==> config.mk <==
export PLATFORM = sky130hd
export DESIGN_NAME = key_entry_ctrl
export DESIGN_NICKNAME = d
export VERILOG_FILES = /design/src/rtl/key_entry_ctrl.sv
export SDC_FILE = /design/constraint.sdc
export NUM_CORES = 1
export LEC_CHECK = 0
export CAP_MARGIN = 20
export CORE_MARGIN = 4
export CORE_UTILIZATION = 30
export DETAILED_ROUTE_END_ITERATION = 7
export GPL_ROUTABILITY_DRIVEN = 0
export PLACE_DENSITY_LB_ADDON = 0.1
export SLEW_MARGIN = 25
export SYNTH_ARGS = -nofsm -noshare
export SYNTH_HDL_FRONTEND = slang
export SYNTH_SLANG_ARGS = --single-unit
==> constraint.sdc <==
create_clock -name clk -period 4.3 [get_ports clk]
set_clock_uncertainty 0.15 [all_clocks]
set_input_delay 0.86 -clock clk [delete_from_list [all_inputs] [get_ports clk]]
set_output_delay 0.86 -clock clk [all_outputs]
set_load 0.1 [all_outputs]
==> src/rtl/key_entry_ctrl.sv <==
// Two-digit decimal entry controller between the keypad scanner and the segment display.
// Handles digit entry, backspace, clear, enter, edit blinking and stale-entry timeout.
module key_entry_ctrl #(
  parameter int TIMEOUT_CYC = 60_000_000,
  parameter int BLINK_CYC   = 3_000_000
) (
  input  logic        clk,
  input  logic        rst,
  input  logic [15:0] key_pulse,
  output logic [7:0]  seg_data,
  output logic [1:0]  digit_on,
  output logic [6:0]  value,
  output logic        value_valid,
  output logic        err,
  output logic        busy
);

  // state  | meaning
  // IDLE   | no entry in progress, committed value shown
  // ENTRY1 | one digit entered (units), tens blank
  // ENTRY2 | two digits entered, waiting for enter/backspace/clear
  typedef enum logic [1:0] {S_IDLE, S_ENTRY1, S_ENTRY2} state_t;

  localparam int TW = (TIMEOUT_CYC > 1) ? $clog2(TIMEOUT_CYC) : 1;
  localparam int BW = (BLINK_CYC > 1) ? $clog2(BLINK_CYC) : 1;
  localparam logic [TW-1:0] TO_LAST = TW'(TIMEOUT_CYC - 1);
  localparam logic [BW-1:0] BL_LAST = BW'(BLINK_CYC - 1);

  state_t        state, state_n;
  logic [3:0]    ent_t, ent_t_n, ent_u, ent_u_n;
  logic [3:0]    com_t, com_t_n, com_u, com_u_n;
  logic          has_val, has_val_n;
  logic [TW-1:0] to_cnt, to_cnt_n;
  logic [BW-1:0] bl_cnt, bl_cnt_n;
  logic          phase, phase_n;
  logic [7:0]    seg_data_n;
  logic [1:0]    digit_on_n;
  logic [6:0]    value_n;
  logic          valid_n, err_n, busy_n;

  logic          key_hit;
  logic [3:0]    key_idx;
  logic          is_digit, is_bksp, is_clr, is_ent;

  // Lowest set bit wins when several keys strobe together.
  always_comb begin
    key_hit = |key_pulse;
    key_idx = 4'd0;
    for (int i = 15; i >= 0; i--) begin
      if (key_pulse[i]) key_idx = 4'(i);
    end
    is_digit = key_hit && (key_idx <= 4'd9);
    is_bksp  = key_hit && (key_idx == 4'd10);
    is_clr   = key_hit && (key_idx == 4'd11);
    is_ent   = key_hit && (key_idx == 4'd12);
  end

  always_ff @(posedge clk or posedge rst) begin
    if (rst) begin
      state       <= S_IDLE;
      ent_t       <= 4'd0;
      ent_u       <= 4'd0;
      com_t       <= 4'd0;
      com_u       <= 4'd0;
      has_val     <= 1'b0;
      to_cnt      <= '0;
      bl_cnt      <= '0;
      phase       <= 1'b1;
      seg_data    <= 8'h00;
      digit_on    <= 2'b00;
      value       <= 7'd0;
      value_valid <= 1'b0;
      err         <= 1'b0;
      busy        <= 1'b0;
    end else begin
      state       <= state_n;
      ent_t       <= ent_t_n;
      ent_u       <= ent_u_n;
      com_t       <= com_t_n;
      com_u       <= com_u_n;
      has_val     <= has_val_n;
      to_cnt      <= to_cnt_n;
      bl_cnt      <= bl_cnt_n;
      phase       <= phase_n;
      seg_data    <= seg_data_n;
      digit_on    <= digit_on_n;
      value       <= value_n;
      value_valid <= valid_n;
      err         <= err_n;
      busy        <= busy_n;
    end
  end

  always_comb begin
    state_n   = state;
    ent_t_n   = ent_t;
    ent_u_n   = ent_u;
    com_t_n   = com_t;
    com_u_n   = com_u;
    has_val_n = has_val;
    value_n   = value;
    valid_n   = 1'b0;
    err_n     = 1'b0;

    case (state)
      S_IDLE: begin
        if (is_digit) begin
          state_n = S_ENTRY1;
          ent_t_n = 4'd0;
          ent_u_n = key_idx;
        end else if (is_ent) begin
          err_n = 1'b1;
        end
      end
      S_ENTRY1: begin
        if (is_digit) begin
          state_n = S_ENTRY2;
          ent_t_n = ent_u;
          ent_u_n = key_idx;
        end else if (is_bksp || is_clr) begin
          state_n = S_IDLE;
        end else if (is_ent) begin
          state_n   = S_IDLE;
          value_n   = 7'(ent_u);
          valid_n   = 1'b1;
          com_t_n   = 4'd0;
          com_u_n   = ent_u;
          has_val_n = 1'b1;
        end
      end
      S_ENTRY2: begin
        if (is_digit) begin
          err_n = 1'b1;
        end else if (is_bksp) begin
          state_n = S_ENTRY1;
          ent_u_n = ent_t;
        end else if (is_clr) begin
          state_n = S_IDLE;
        end else if (is_ent) begin
          state_n   = S_IDLE;
          value_n   = 7'(ent_t) * 7'd10 + 7'(ent_u);
          valid_n   = 1'b1;
          com_t_n   = ent_t;
          com_u_n   = ent_u;
          has_val_n = 1'b1;
        end
      end
      default: state_n = S_IDLE;
    endcase

    // Any key (even an ignored one) keeps the entry alive.
    if (!key_hit && state != S_IDLE && to_cnt == TO_LAST) begin
      state_n = S_IDLE;
      err_n   = 1'b1;
    end
  end

  always_comb begin
    to_cnt_n = to_cnt;
    bl_cnt_n = bl_cnt;
    phase_n  = phase;

    if (key_hit || state_n == S_IDLE) to_cnt_n = '0;
    else if (to_cnt != TO_LAST)       to_cnt_n = to_cnt + 1'b1;

    if (key_hit || state_n == S_IDLE) begin
      bl_cnt_n = '0;
      phase_n  = 1'b1;
    end else if (bl_cnt == BL_LAST) begin
      bl_cnt_n = '0;
      phase_n  = ~phase;
    end else begin
      bl_cnt_n = bl_cnt + 1'b1;
    end
  end

  // Display is derived from next-state values so it lines up with the key edge.
  always_comb begin
    seg_data_n = {com_t_n, com_u_n};
    digit_on_n = has_val_n ? 2'b11 : 2'b00;
    busy_n     = (state_n != S_IDLE);
    case (state_n)
      S_ENTRY1: begin
        seg_data_n = {4'h0, ent_u_n};
        digit_on_n = {1'b0, phase_n};
      end
      S_ENTRY2: begin
        seg_data_n = {ent_t_n, ent_u_n};
        digit_on_n = {phase_n, phase_n};
      end
      default: ;
    endcase
  end

endmodule

==> results of run 1 <==
cell type report:
type,count,share of cell area [%]
Clock buffer,10,3.98
Multi-Input combinational cell,369,42.2
Sequential cell,88,38.3
Tap cell,211,4.59
Inverter,23,1.52
Clock inverter,4,0.826
Timing Repair Buffer,54,8.65
synth_stat cells (9+ instances only):
cell and n:
nand2_1 38, xnor2_1 19, ha_1 15, nand3_1 29, inv_1 23, nor3_1 13
dfrtp_1 87, and3_1 9, o21ai_0 15, a22o_1 12, nand4_1 10, xor2_1 29
nor2_1 82, a21oi_1 9, clkbuf_1 10
registers in the layout, summed over array words and instances, names as in the netlist, 2 cells and up:
| name | cells |
|---|---|
| bl_cnt | 22 |
| com_t | 4 |
| com_u | 4 |
| digit_on | 2 |
| ent_t | 4 |
| ent_u | 4 |
| seg_data | 8 |
| state | 2 |
| to_cnt | 26 |
| value | 7 |
report_power, final:
group / internal, mW / total, mW / switching [mW] / leakage, nW
logic: 0.300 / 1.00 / 0.701 / 1.03
registers: 0.909 / 0.981 / 0.0712 / 1.22
clock network: 0.442 / 0.757 / 0.315 / 0.134
total: 1.65 / 2.74 / 1.09 / 2.38
routing by layer:
metal	track usage, %	wire length (um)
met2	19.2	4860
met5	0	0
met3	3.09	556
met4	4.47	146
met1	19.1	5630
tightest hold or removal path: cells and delay by family (launching register included):
| family | cells | cell delay [ps] |
|---|---|---|
| AO/OA/AOI/OAI | 1 | 60 |
| AND/OR/NAND/NOR | 1 | 40 |
| flip-flops | 1 | 340 |
kinds of logic (layout without fill, tap and decap cells):
group	after synthesis	in the layout	share of synthesized area, %
and+or+nand+nor	221	221	23.4
AOI/OAI and AO/OA	76	76	12.0
muxes	7	7	1.59
buffers and inverters	38	91	3.52
xor gates and xnor gates	48	48	8.76
adders and majority gates	17	17	4.75
DFF	88	88	45.9
metrics by stage:
step | setup WS, ps | instances
3_5_place_dp | -56.0 | 745
3_3_place_gp | 53.0 | 745
5_1_grt | 22.9 | 759
4_1_cts | 302 | 759
2_1_floorplan | 544 | 495
6_report | 352 | 759
placed cells by master (no fill, tap or decap), types with 4 or more instances in the layout:
master and count:
o211ai_1 6, xor2_1 29, nand3_1 29, o221ai_1 4, buf_4 17, nand4_1 10, nor3_1 13, ha_1 15
a32o_1 4, clkdlybuf4s50_1 37, and3_1 9, xnor2_1 19, dfrtp_1 87, clkbuf_16 9, inv_1 22, a21oi_1 9
nand2_1 38, a22o_1 12, nor2_1 82, o21ai_0 15, nor4_1 6, mux2i_1 5, or3_1 4
worst max path at each step:
stage	startpoint	endpoint	slack, ps	cells past startpoint
2_1_floorplan	key_pulse[0]	seg_data[2]	540	11
3_3_place_gp	key_pulse[5]	seg_data[4]	50	13
3_5_place_dp	key_pulse[5]	digit_on[1]	-60	13
4_1_cts	key_pulse[5]	digit_on[1]	300	13
5_1_grt	key_pulse[5]	seg_data[2]	20	13
6_report	key_pulse[5]	seg_data[2]	350	13
==> results.yml, run 1 <==
outcome:
  status: "finished, final reports clean"
critical_path:
  critPathBufInv: 2
  crit_path_end_kind: "flop"
  start_kind: "input port"
  max_stage_delay_ps: 530
  crit_path_top_delay_cell: "clkdlybuf4s50_1"
  arrival_ps: 4020
  cpMostUsedCell: "nor3_1"
  reg2regPathDepth: 12
  r2r_start: "to_cnt[0]"
  cp_max_fo: 9
  cp_cell_sequence: "clkdlybuf4s50_1 > nor4_4 > nand3_2 > nor3_1 > and3_1 > buf_4 > nor3_1 > nand2_1 > nand3_1 > ha_1 > nor2_1 > a22o_1 > a211o_1"
  path_class: "input port to flop"
  critical_path_required_ps: 4370
  crit_family: "simple AND/OR/NAND/NOR gates"
  reg2reg_slack_ps: 630
  r2r_end: "seg_data[2]"
placed_design:
  place_area_um2: 5480
  port_buffers: 37
  dp_hpwl_um: 8160
timing:
  fin_setup_tns_ps: 0
  tightest_slew_ps: 1030
  setup_viol: 0
  period_needed_ps: 3950
  relSlewSlack_pct: 31.5
  hold_ws_ps: 330
  fmax_mhz: 253
  rsz0062_at_grt: "no"
  period_share_pct: 91.8
  finalMaxSlewViolations: 0
  hold_violations: 0
synthesis:
  netlist_instances: 495
  yosysUniqueCellTypes: 67
  synth_flop_cell: "dfrtp_1"
  ys_seq_elements: 88
  synth_seq_area_share_pct: 45.9
  synthTopCellsByArea: "dfrtp_1 (45%), nor2_1 (6.4%), xor2_1 (5.3%), ha_1 (3.9%), xnor2_1 (3.5%)"
  avgSynthCellArea_um2: 9.69
  yosysWarnings: 0
  synth_area_um2: 4800
  yosysTopAreaCell: "dfrtp_1"
  synth_edf_count: 0
  synth_top_area_share_pct: 45.4
  syn-num-nets: 530
  async_flop_share_pct: 100
final_layout:
  drive_above_1_share_pct: 9.49
  multi_input_area_um2: 2430
  antenna_cells: 0
  num-fill-cells: 1578
  final_area_um2: 5760
  final_util_pct: 37.3
  nets: 580
  area_growth_syn_to_layout_pct: 20.0
  final-seq-area_um2: 2200
clocking:
  cts_tree: "built"
  cts_root_buf: "clkbuf_16"
  cts_buffers: 9
  cts_setup_buffers: 0
  cts_sinks: 88
  clock_path_buffers: 2
  cts_hold_buffers: 0
  cts_htree_levels: 3
  clk_pin_slew_ps: 60
  insertion_delay_ps: 340
  cts.repair.resized: 0
min_path:
  holdPathStages: 2
  hp-class: "flop to flop"
  hp-start: "value[1]"
  min_to: "value[1]"
floorplan:
  design.die.area_um2: 18100
  start_util_pct: 31.1
  rows: 45
  ios: 38
  die_w_um: 134
  coreArea_um2: 15400
  die_height_um: 134
route:
  viasPerCell: 4.91
  routed_wl_um: 11200
  dr.pass1.iters: 5
  drc: 0
  drtIter0Drc: 201
  vias: 3725
  wl_per_cell_um: 14.7
  ant_nets: 0
global_route:
  overflow: 0
  antenna_found_initial: 0
  grt_pass1_vias: 3681
  grt_usage_pct: 13.1
  grt_first_pass_wirelength_um: 19200
  grt_start_max_net_pins: 44
power_and_ir_drop:
  peakVddDrop_mv: 0.197
  finalPower_mw: 2.74
  power.density_nw_per_um2: 476
  p_leak_nw: 2.38
flow_run:
  maxCapViolCount: 0
Note: power is estimated with default switching activity, not from simulation.
==> inputs of run 2 (changes only) <==
--- a/config.mk
+++ b/config.mk
@@ -7,7 +7,7 @@
 export LEC_CHECK = 0
 export CAP_MARGIN = 20
 export CORE_MARGIN = 4
-export CORE_UTILIZATION = 30
+export CORE_UTILIZATION = 55
 export DETAILED_ROUTE_END_ITERATION = 7
 export GPL_ROUTABILITY_DRIVEN = 0
 export PLACE_DENSITY_LB_ADDON = 0.1
==> run 2 against run 1 <==
Effect of this change: combinational power is essentially flat; critical path type unchanged; largest power group unchanged; power shrank 6.4%; maximum frequency grew 0.63%; clock power shrank 22%; non-clock buffer count shrank 5.
==> results.yml, run 2 (same netlist as run 1, synthesis figures left out) <==
clocking:
  cts_root_buf: "clkbuf_8"
  clk_pin_slew_ps: 90
  clock_path_buffers: 2
  cts_sinks: 88
  cts_setup_buffers: 0
  cts_hold_buffers: 0
  cts_buffers: 9
  cts_htree_levels: 3
  insertion_delay_ps: 370
  cts_tree: "built"
  cts.repair.resized: 0
floorplan:
  ios: 38
  coreArea_um2: 8340
  start_util_pct: 57.5
  die_height_um: 101
  design.die.area_um2: 10300
  die_w_um: 101
  rows: 33
outcome:
  status: "finished, final reports clean"
final_layout:
  stdcell_count: 650
  nets: 575
  final_common_cell: "dfrtp_1"
  top_register: "to_cnt"
  drive_above_1_share_pct: 9.17
  antenna_cells: 0
  layout_common_cells: "dfrtp_1 (87), nor2_1 (82), nand2_1 (38)"
  largest_register_ff_count: 26
  final_area_um2: 5520
  largestRegisters: "to_cnt (26), bl_cnt (22), seg_data (8)"
  final_util_pct: 66.1
  area_growth_syn_to_layout_pct: 15.0
route:
  drc: 0
  vias: 3751
  drtIter0Drc: 162
  ant_nets: 0
  wl_per_cell_um: 15.4
  viasPerCell: 5.77
  routed_wl_um: 10000
  dr.pass1.iters: 4
timing:
  rsz0062_at_grt: "no"
  relSlewSlack_pct: 34.8
  period_needed_ps: 3920
  fmax_mhz: 255
  fin_setup_tns_ps: 0
  layout_setup_ws_ps: 377
  period_share_pct: 91.2
  hold_violations: 0
  tightest_slew_ps: 974
  finalMaxSlewViolations: 0
  hold_ws_ps: 337
  setup_viol: 0
critical_path:
  r2r_start: "to_cnt[0]"
  crit_path_top_delay_cell: "clkdlybuf4s50_1"
  critPathBufInv: 2
  cp_max_fo: 10
  cp_cell_sequence: "clkdlybuf4s50_1 > nor4_4 > nand3_2 > nor3_1 > and3_1 > buf_4 > nor3_1 > nand2_1 > nand3_1 > ha_1 > nor2_1 > a22o_1 > a211o_1"
  max_stage_delay_ps: 520
  start_kind: "input port"
  path_class: "input port to flop"
  crit_path_end_kind: "flop"
  cpMostUsedCell: "nor3_1"
  arrival_ps: 4010
  crit_family: "simple AND/OR/NAND/NOR gates"
  crit_start: "key_pulse[5]"
  critical_path_required_ps: 4390
global_route:
  antenna_found_initial: 0
  grt_start_max_net_pins: 53
  grt_first_pass_wirelength_um: 17800
  grt_pass1_vias: 3772
  grt_usage_pct: 21.5
  overflow: 0
placed_design:
  dpl.cell_count: 634
  place_ws_ps: 13.8
  place_area_um2: 5310
  port_buffers: 37
  dp_hpwl_um: 7210
power_and_ir_drop:
  power.density_nw_per_um2: 465
  peakVddDrop_mv: 0.323
  finalPower_mw: 2.56
  p_leak_nw: 2.32
min_path:
  hp-start: "value[3]"
  hp-class: "flop to flop"
flow_run:
  maxCapViolCount: 0
-- run 2: worst paths after layout --
kind | endpoint | slack, ps | cells after the start
min reg2reg | value[3] | 340 | 2
max | seg_data[2] | 380 | 13
min in group asynchronous | bl_cnt[14] | 800 | 2
min | value[3] | 340 | 2
max in group asynchronous | phase | 2360 | 3
max reg2reg | seg_data[2] | 590 | 12
-- run 2: worst register-to-register path, stage by stage, from the launching register on --
cell	delay (ps)
dfrtp_1	410
ha_1	210
nand2_1	100
or4b_2	690
nor4_4	430
a31o_2	230
nor3_1	60
nand3_1	100
nand3_1	120
ha_1	470
nor2_1	150
a22o_1	200
a211o_1	290
-- run 2: power breakdown --
part           total, mW  switching, mW  internal [mW]
Sequential         0.979         0.0715          0.908
Clock              0.591          0.315          0.276
Combinational      0.993          0.686          0.307
Total               2.56           1.07           1.49
-- run 2: layout make-up --
cell class / instances / area [um^2]
Fill cell: 676 / 2830
Timing Repair Buffer: 49 / 460
Multi-Input combinational cell: 369 / 2430
Clock buffer: 9 / 124
Sequential cell: 88 / 2200
Clock inverter: 7 / 77.6
Inverter: 23 / 87.6
Tap cell: 105 / 131
-- run 2: layer usage --
layer,up-vias,routed length (um),part of all wire (%),GRT usage (%)
met5,-,0,0,0
met4,0,59,0.59,4.50
met3,4,454,4.5,4.82
met2,75,4700,47,33.9
met1,1825,4790,48,30.7
li1,1847,-,-,-
==> inputs of run 3 (changes only) <==
--- a/config.mk
+++ b/config.mk
@@ -11,7 +11,7 @@
 export DETAILED_ROUTE_END_ITERATION = 7
 export GPL_ROUTABILITY_DRIVEN = 0
 export PLACE_DENSITY_LB_ADDON = 0.1
-export SLEW_MARGIN = 25
+export SLEW_MARGIN = 20
 export SYNTH_ARGS = -nofsm -noshare
 export SYNTH_HDL_FRONTEND = slang
 export SYNTH_SLANG_ARGS = --single-unit
==> constraint.sdc (replaced) <==
create_clock -name clk -period 4.8 [get_ports clk]
set_clock_uncertainty 0.15 [all_clocks]
set_input_delay 0.96 -clock clk [delete_from_list [all_inputs] [get_ports clk]]
set_output_delay 0.96 -clock clk [all_outputs]
set_load 0.1 [all_outputs]
==> run 3 against run 2 <==
Effect of this change: via count decreased by 0.67%; final cell count decreased by 1.1%; worst setup slack improved by 240 ps; sequential share of layout area increased by 0.34 points; utilization decreased by 0.56 points; clock power decreased by 7.3%; die area unchanged; power decreased by 10%.
==> results.yml, run 3 (same netlist as run 1, synthesis figures left out) <==
route:
  drc: 0
  wl_per_cell_um: 15.7
  dr.pass1.iters: 4
  vias: 3726
  ant_nets: 0
  drtIter0Drc: 168
  viasPerCell: 5.79
  routed_wl_um: 10100
clocking:
  clock_path_buffers: 2
  cts_root_buf: "clkbuf_8"
  insertion_delay_ps: 360
  cts.repair.resized: 0
  cts_hold_buffers: 0
  cts_sinks: 88
  cts_htree_levels: 3
  cts_tree: "built"
  cts_setup_buffers: 0
  clk_pin_slew_ps: 90
  cts_buffers: 9
global_route:
  grt_pass1_vias: 3699
  antenna_found_initial: 0
  overflow: 0
  grt_first_pass_wirelength_um: 17600
  grt_start_max_net_pins: 35
  grt_usage_pct: 21.3
timing:
  fmax_mhz: 239
  rsz0062_at_grt: "no"
  tightest_slew_ps: 980
  period_needed_ps: 4190
  finalMaxSlewViolations: 0
  fin_setup_tns_ps: 0
  setup_viol: 0
  relSlewSlack_pct: 34.4
  hold_violations: 0
  period_share_pct: 87.2
  hold_ws_ps: 336
placed_design:
  dp_hpwl_um: 7240
  port_buffers: 37
flow_run:
  maxCapViolCount: 0
floorplan:
  die_w_um: 101
  design.die.area_um2: 10300
  die_height_um: 101
  coreArea_um2: 8340
  rows: 33
  ios: 38
  start_util_pct: 57.5
final_layout:
  area_growth_syn_to_layout_pct: 14.0
  nets: 568
  final_common_cell: "dfrtp_1"
  layout_common_cells: "dfrtp_1 (87), nor2_1 (82), nand2_1 (38)"
  drive_above_1_share_pct: 7.99
  antenna_cells: 0
  largest_register_ff_count: 26
  largestRegisters: "to_cnt (26), bl_cnt (22), seg_data (8)"
  top_register: "to_cnt"
  num-fill-cells: 688
min_path:
  hp-class: "flop to flop"
power_and_ir_drop:
  power.density_nw_per_um2: 420
  peakVddDrop_mv: 0.273
  p_leak_nw: 2.28
critical_path:
  critical_path_required_ps: 4890
  arrival_ps: 4280
  start_kind: "input port"
  crit_path_end_kind: "flop"
  cp_max_fo: 9
  reg2reg_slack_ps: 1110
  path_class: "input port to flop"
outcome:
  status: "finished, final reports clean"
==> run 3: cell types whose count changed in the layout (fill, tap and decap cells not counted), sizes merged <==
| cell | change |
|---|---|
| buf | -7 |
| clkinv | -2 |
| clkinvlp | +1 |
| inv | +1 |
==> run 3: worst max-delay path: stages <==
cell	delay, ps
clkdlybuf4s50_1	490
nor4_1	410
o31ai_1	230
or2_1	300
and3_1	250
o32ai_1	290
o211ai_1	200
ha_1	480
nor2_1	170
a22o_1	210
a211o_1	280
==> run 3: report_power, final <==
part / switching, mW / internal, mW / leakage, nW / total [mW]
Clock: 0.297 / 0.251 / 0.103 / 0.548
Combinational: 0.611 / 0.264 / 0.966 / 0.874
Sequential: 0.0638 / 0.813 / 1.22 / 0.877
Total: 0.972 / 1.33 / 2.28 / 2.30
==> run 3: worst paths after layout <==
kind / start / to / depth (start not counted)
setup reg to reg: to_cnt[0] / seg_data[2] / 12
max in group asynchronous: rst / com_u[0] / 3
hold reg to reg: bl_cnt[0] / bl_cnt[0] / 1
min in group asynchronous: rst / bl_cnt[16] / 2
setup / recovery: key_pulse[0] / seg_data[2] / 11
hold / removal: bl_cnt[0] / bl_cnt[0] / 1
==> run 3: per-stage QoR <==
stage | total power [mW] | worst slack [ps] | util [%] | area, um^2 | std cells
after floorplan | 1.53 | 944 | - | 4800 | 495
after global placement | 1.74 | 432 | 63.0 | 5260 | 627
after detailed placement | 1.75 | 312 | 63.1 | 5260 | 627
after CTS | 2.30 | 682 | 65.6 | 5470 | 643
after global routing | 2.42 | 394 | 65.6 | 5470 | 643
final | 2.30 | 613 | 65.6 | 5470 | 643
==> run 3: metal layers <==
layer  vias up  global-route usage [%]  routed length, um
li1       1823                       -                  -
met1      1810                    31.4               5130
met2        82                    33.0               4410
met3        11                    2.48                431
met4         0                    6.85                128
met5         -                       0                  0
==> run 3: cell type report <==
type	instances	area [um^2]	area share, %
multi-input cells	369	2430	44.5
flip-flops and latches	88	2200	40.3
repair buffers	42	408	7.46
well taps	105	131	2.40
clock buffers	9	124	2.26
inverters	23	87.6	1.60
clock inverters	7	83.8	1.53
